### src/rtl/register_scoreboard_pkg.sv
// -----------------------------------------------------------------------------
// register_scoreboard_pkg
// Shared definitions for the decode / forwarding logic: default physical
// register address width, stall counter width and the PREG bus macro.
// Ports: none (package).
// -----------------------------------------------------------------------------
`ifndef REGISTER_SCOREBOARD_DEFS
`define REGISTER_SCOREBOARD_DEFS
// Physical register address bus of width w.
`define RSB_PREG_BUS(w) logic [(w)-1:0]
`endif

package register_scoreboard_pkg;

    // Default physical register address width (64 physical registers).
    localparam int unsigned PREG_WIDTH_DEF = 6;

    // Default width of the stall performance counter.
    localparam int unsigned CNT_WIDTH_DEF  = 32;

endpackage

### src/rtl/register_scoreboard_lookup.sv
// -----------------------------------------------------------------------------
// scoreboard_lookup
// Combinational hazard check for one decode source operand: the operand is
// used, its physical register is busy, and no done pulse is retiring that
// register this cycle (a same-cycle done is bypassed, so it does not stall).
// Ports:
//   src_enable, src_addr             - decode source operand and its preg
//   busy                             - current busy vector
//   exec_done_valid/addr             - ALU result forwardable this cycle
//   mem_done_valid/addr              - load result forwardable this cycle
//   hazard_c                         - combinational hazard for this operand
// -----------------------------------------------------------------------------
module scoreboard_lookup
    import register_scoreboard_pkg::*;
#(
    parameter  int unsigned PREG_WIDTH = PREG_WIDTH_DEF,
    localparam int unsigned NUM_PREGS  = 1 << PREG_WIDTH
) (
    input  logic                      src_enable,
    input  `RSB_PREG_BUS(PREG_WIDTH)  src_addr,
    input  logic [NUM_PREGS-1:0]      busy,
    input  logic                      exec_done_valid,
    input  `RSB_PREG_BUS(PREG_WIDTH)  exec_done_addr,
    input  logic                      mem_done_valid,
    input  `RSB_PREG_BUS(PREG_WIDTH)  mem_done_addr,
    output logic                      hazard_c
);

    logic exec_bypass_c;
    logic mem_bypass_c;

    // Hazard = used && busy && not being retired by either done port.
    always_comb begin
        exec_bypass_c = exec_done_valid && (exec_done_addr == src_addr);
        mem_bypass_c  = mem_done_valid  && (mem_done_addr  == src_addr);
        hazard_c      = src_enable && busy[src_addr] && !exec_bypass_c && !mem_bypass_c;
    end

endmodule

### src/rtl/register_scoreboard.sv
// -----------------------------------------------------------------------------
// register_scoreboard
// Per-physical-register busy tracking for the decode stage. A register is
// busy from the issue of its producer until its result reaches the
// forwarding network (exec or mem done pulse). Decode stalls while an enabled
// source is busy and not being bypassed this cycle.
// Ports:
//   clk, rst                          - clock, async active-high reset
//   dec_rs_enable/dec_prs_addr        - decode source rs
//   dec_rt_enable/dec_prt_addr        - decode source rt
//   issue_valid, issue_wb_reg,
//   issue_write_addr                  - instruction offered for issue
//   exec_done_valid/addr              - ALU result forwardable
//   mem_done_valid/addr               - load result forwardable
//   flush                             - discard all pending producers
//   dec_stall                         - combinational: decode must hold
//   issue_accept                      - combinational: issue taken
//   busy_count                        - registered popcount of busy vector
//   stall_cycles                      - saturating count of stalled cycles
// -----------------------------------------------------------------------------
module register_scoreboard
    import register_scoreboard_pkg::*;
#(
    parameter  int unsigned PREG_WIDTH = PREG_WIDTH_DEF,
    parameter  int unsigned CNT_WIDTH  = CNT_WIDTH_DEF
) (
    input  logic                      clk,
    input  logic                      rst,
    input  logic                      dec_rs_enable,
    input  logic                      dec_rt_enable,
    input  `RSB_PREG_BUS(PREG_WIDTH)  dec_prs_addr,
    input  `RSB_PREG_BUS(PREG_WIDTH)  dec_prt_addr,
    input  logic                      issue_valid,
    input  logic                      issue_wb_reg,
    input  `RSB_PREG_BUS(PREG_WIDTH)  issue_write_addr,
    input  logic                      exec_done_valid,
    input  `RSB_PREG_BUS(PREG_WIDTH)  exec_done_addr,
    input  logic                      mem_done_valid,
    input  `RSB_PREG_BUS(PREG_WIDTH)  mem_done_addr,
    input  logic                      flush,
    output logic                      dec_stall,
    output logic                      issue_accept,
    output logic [PREG_WIDTH:0]       busy_count,
    output logic [CNT_WIDTH-1:0]      stall_cycles
);

    localparam int unsigned NUM_PREGS = 1 << PREG_WIDTH;
    localparam int unsigned BCNT_W    = PREG_WIDTH + 1;

    logic [NUM_PREGS-1:0] busy_q;
    logic [NUM_PREGS-1:0] busy_d;
    logic [BCNT_W-1:0]    busy_count_q;
    logic [BCNT_W-1:0]    busy_count_d;
    logic [CNT_WIDTH-1:0] stall_cycles_q;
    logic [CNT_WIDTH-1:0] stall_cycles_d;

    logic rs_hazard_c;
    logic rt_hazard_c;
    logic dec_stall_c;
    logic issue_accept_c;
    logic set_en_c;

    // Source rs hazard check.
    scoreboard_lookup #(
        .PREG_WIDTH (PREG_WIDTH)
    ) u_lookup_rs (
        .src_enable      (dec_rs_enable),
        .src_addr        (dec_prs_addr),
        .busy            (busy_q),
        .exec_done_valid (exec_done_valid),
        .exec_done_addr  (exec_done_addr),
        .mem_done_valid  (mem_done_valid),
        .mem_done_addr   (mem_done_addr),
        .hazard_c        (rs_hazard_c)
    );

    // Source rt hazard check.
    scoreboard_lookup #(
        .PREG_WIDTH (PREG_WIDTH)
    ) u_lookup_rt (
        .src_enable      (dec_rt_enable),
        .src_addr        (dec_prt_addr),
        .busy            (busy_q),
        .exec_done_valid (exec_done_valid),
        .exec_done_addr  (exec_done_addr),
        .mem_done_valid  (mem_done_valid),
        .mem_done_addr   (mem_done_addr),
        .hazard_c        (rt_hazard_c)
    );

    // Stall/accept are same-cycle decisions; a flush cycle never stalls.
    always_comb begin
        dec_stall_c    = (rs_hazard_c || rt_hazard_c) && !flush;
        issue_accept_c = issue_valid && !dec_stall_c;
        set_en_c       = issue_accept_c && issue_wb_reg && (issue_write_addr != '0);
    end

    assign dec_stall    = dec_stall_c;
    assign issue_accept = issue_accept_c;
    assign busy_count   = busy_count_q;
    assign stall_cycles = stall_cycles_q;

    // Next busy vector: flush > set > clear; p0 is hard-wired not busy.
    always_comb begin
        busy_d = busy_q;
        if (flush) begin
            busy_d = '0;
        end else begin
            if (exec_done_valid) begin
                busy_d[exec_done_addr] = 1'b0;
            end
            if (mem_done_valid) begin
                busy_d[mem_done_addr] = 1'b0;
            end
            if (set_en_c) begin
                busy_d[issue_write_addr] = 1'b1;
            end
        end
        busy_d[0] = 1'b0;
    end

    // Count is taken from the next vector so it lands with the vector itself.
    always_comb begin
        busy_count_d = '0;
        for (int unsigned i = 0; i < NUM_PREGS; i++) begin
            busy_count_d = busy_count_d + BCNT_W'(busy_d[i]);
        end
    end

    // Saturating stall counter.
    always_comb begin
        stall_cycles_d = stall_cycles_q;
        if (dec_stall_c && (stall_cycles_q != '1)) begin
            stall_cycles_d = stall_cycles_q + CNT_WIDTH'(1);
        end
    end

    // State registers.
    always_ff @(posedge clk or posedge rst) begin
        if (rst) begin
            busy_q         <= '0;
            busy_count_q   <= '0;
            stall_cycles_q <= '0;
        end else begin
            busy_q         <= busy_d;
            busy_count_q   <= busy_count_d;
            stall_cycles_q <= stall_cycles_d;
        end
    end

endmodule

### config.mk
export PLATFORM = sky130hd
export DESIGN_NAME = register_scoreboard
export DESIGN_NICKNAME = d
export VERILOG_FILES = /design/src/rtl/register_scoreboard_pkg.sv /design/src/rtl/register_scoreboard_lookup.sv /design/src/rtl/register_scoreboard.sv
export SDC_FILE = /design/constraint.sdc
export NUM_CORES = 1
export LEC_CHECK = 0
export ABC_CLOCK_PERIOD_IN_PS = 10900
export CORE_ASPECT_RATIO = 1.4
export CORE_MARGIN = 10
export CORE_UTILIZATION = 56
export CTS_CLUSTER_SIZE = 28
export DETAILED_ROUTE_END_ITERATION = 10
export GPL_ROUTABILITY_DRIVEN = 0
export GPL_TIMING_DRIVEN = 0
export PLACE_DENSITY = 0.77
export SLEW_MARGIN = 20
export SYNTH_ARGS = -nofsm -noshare
export SYNTH_HDL_FRONTEND = slang
export SYNTH_SLANG_ARGS = --single-unit
### constraint.sdc
create_clock -name clk -period 10.9 [get_ports clk]
set_input_delay 1.09 -clock clk [delete_from_list [all_inputs] [get_ports clk]]
set_output_delay 1.09 -clock clk [all_outputs]
set_load 0.05 [all_outputs]
==> flow_metrics.tcl <==
set metrics [dict create \
    ys_warn_count 0 \
    max_freq_ghz 0.09768 \
    netlist_area_um2 8599 \
    synth.top_cell.area_share 0.2968 \
    cts_setup_buffers 0 \
    synth_compound_area_frac 0.1611 \
    hold_buffers 0 \
    port_buffers 63 \
    finalClockSkew_ns 0.008544 \
    ff2ff_path_depth 26 \
    min_to "stall_cycles[18]" \
    cts_htree_levels 3 \
    drive_gt1_frac 0.07771 \
    synth.most_common_cell "dfrtp_1" \
    critPathMaxFanout 10 \
    finalCritPeriodShare 0.9393 \
    reg2reg_slack_ns 2.15 \
    p_leak_nw 4.177 \
    setup_viol 0 \
    synth_fa_ha_area_frac 0.1467 \
    avgSynthCellArea_um2 9.576 \
    instances_no_fill 1170 \
    vias_per_cell 6.754 \
    grt_usage 0.2942 \
    coreArea_um2 15050 \
    die_height_um 166.6 \
    cts_num_sinks 102 \
    placementRows 53 \
    grt_pass1_vias 8165 \
    nNetsFinal 1081 \
    period_minus_slack_ns 10.24 \
    finalSetupTns_ns 0 \
    vias 7902 \
    antennaDiodeCount 0 \
    yosys.area.top_type "dfrtp_1" \
    slew_violations 0 \
    hold_viol_final 0 \
    area_growth_pct 13.87 \
    cp_common_cell "fa_1" \
    critical_path.max_stage_delay_ns 0.65 \
    postCtsResizedCells 0 \
    rsz0062_at_grt "no" \
    cts_buffers 9 \
    avgRoutedWirePerCell_um 26.39 \
    first_pass_iters 7 \
    async_flop_share 1.000 \
    crit_path_end_kind "register" \
    cp_data_arrival_time_ns 10.50 \
    insertion_delay_ns 0.37 \
    grt_remaining_overflow 0 \
    die_area_um2 20780 \
    critPathLaunchType "primary input" \
    start_util 0.5713 \
    yosysSeqAreaShare 0.2968 \
    syn_nets 1006 \
    cts.clk_slew.worst_paths_ns 0.08 \
    ioPinCount 80 \
    die_w_um 124.7 \
    grt_antenna_before_repair 0 \
    drt-total-wl_mm 30.88 \
    drcViolationCount 0 \
    drv_cap 0 \
    slew-limit-headroom 0.3444 \
    synth_top_family_by_area "simple AND/OR/NAND/NOR gates" \
    required_ns 11.16 \
    min-delay-start "stall_cycles[18]" \
    r2r_end "busy_count[6]" \
    grt_pass1_wl_mm 47.26 \
    cts_tree "yes" \
    hold_class "register to register" \
    grt_max_degree 57 \
    ir_worst_vdd_uv 105.1 \
    r2r-start "busy_q[55]" \
    synth_edf_count 0 \
    dp_cells 1154 \
    drtIter0Drc 934 \
    synth_xor_xnor_area_share 0.06009 \
    nFillCells 1282 \
    clockBufferDepth 2 \
    critPathKind "primary input to register" \
    status "finished clean" \
    dp_hpwl_mm 24.23 \
    hold_path_depth 1 \
    worstMarginPinSlew_ns 0.9698 \
    critPathTopFamily "adder cells" \
    synth_ff_type "dfrtp_1" \
    p_per_area_nw_per_um2 101.4 \
    crit_buf_inv 7 \
    crit_slowest_cell "clkdlybuf4s50_1" \
    antenna_left 0 \
    synth-seq-cells 102 \
    ys_types 61 \
    root_buffer "clkbuf_16" \
    synth_area_leaders "dfrtp_1, fa_1, mux4_2, xor2_1, mux2i_1" \
    whs_ns 0.4984 \
    synthSimpleGateAreaFrac 0.1778 \
    muxShareOfSynthArea 0.09486 \
    synth_common_cells "dfrtp_1, nand2_1, inv_1, nand3_1, fa_1" \
    syn_inst 898 \
]
==> worst reg2reg max path: cells and delay by family, from the launching register on <==
kind,cells,cell delay [ns]
buffers and inverters,5,0.53
AO/OA/AOI/OAI,7,1.43
adder cells (fa/ha/maj),10,4.67
flip-flops,1,0.43
multiplexers,2,0.85
AND/OR/NAND/NOR,2,0.74
==> where the power goes <==
group	internal, mW	switching [mW]
Combinational	0.0833	0.171
Clock	0.163	0.159
Sequential	0.397	0.0212
Total	0.643	0.350
==> final cells by class <==
class	instances	area, um2	share of cell area
plain buffers	60	284.0	0.02901
flip-flops and latches	102	2552	0.2607
repair buffers	64	658.1	0.06721
inverters	68	260.3	0.02658
clock inverters	4	31.28	0.003194
well taps	192	240.2	0.02453
multi-input cells	668	5519	0.5636
clock buffers	12	246.5	0.02517
==> how the worst max path moves through the flow <==
stage                    start            end  slack [ns]  cells past startpoint
3_5_place_dp   dec_prs_addr[2]  busy_count[6]        0.43                     28
4_1_cts        dec_prs_addr[2]  busy_count[6]        0.78                     28
3_3_place_gp   dec_prs_addr[2]  busy_count[6]        0.17                     28
2_1_floorplan  dec_prt_addr[0]  busy_count[6]        2.13                     28
6_report       dec_prs_addr[2]  busy_count[6]        0.66                     28
5_1_grt        dec_prs_addr[2]  busy_count[5]        0.21                     26
==> per-stage QoR <==
stage / setup slack (ns) / util / total power, mW / cell area (um2)
floorplan: 2.132 / - / 0.5843 / 8600
global placement: 0.1727 / 0.6291 / 0.6702 / 9470
detailed placement: 0.4289 / 0.6317 / 0.6754 / 9509
CTS: 0.7760 / 0.6502 / 0.9866 / 9787
global route: 0.2114 / 0.6505 / 1.025 / 9792
finish: 0.6621 / 0.6505 / 0.9930 / 9792
==> cell families (layout without fill, tap and decap cells) <==
family | after synthesis | in the layout
xor gates and xnor gates | 59 | 59
DFF | 102 | 102
buffers and inverters | 128 | 208
and+or+nand+nor | 296 | 296
muxes | 53 | 53
AOI/OAI and AO/OA | 191 | 191
adders and majority gates | 69 | 69
==> cell usage in the layout (no fill, tap or decap), types with 24 or more instances in the layout <==
master and n:
nand2_1 74, clkdlybuf4s50_1 63, fa_1 53, nor2_1 39
inv_1 67, dfrtp_1 102, nor3_1 25, o22ai_1 24
o21ai_0 25, clkbuf_1 41, xor2_1 37, nand3_1 54
mux2i_1 29
==> per-layer routing <==
layer,vias up,global-route usage,wire length (um)
met5,-,0,0
met4,0,0.2550,3002
met3,186,0.06957,2850
met2,530,0.4754,14630
met1,3802,0.3175,10390
li1,3384,-,-
==> registers in the layout, summed over array words and instances (netlist names) <==
| register | count |
|---|---|
| busy_count | 7 |
| busy_q | 63 |
| stall_cycles | 32 |
Note: power is estimated with default switching activity, not from simulation.
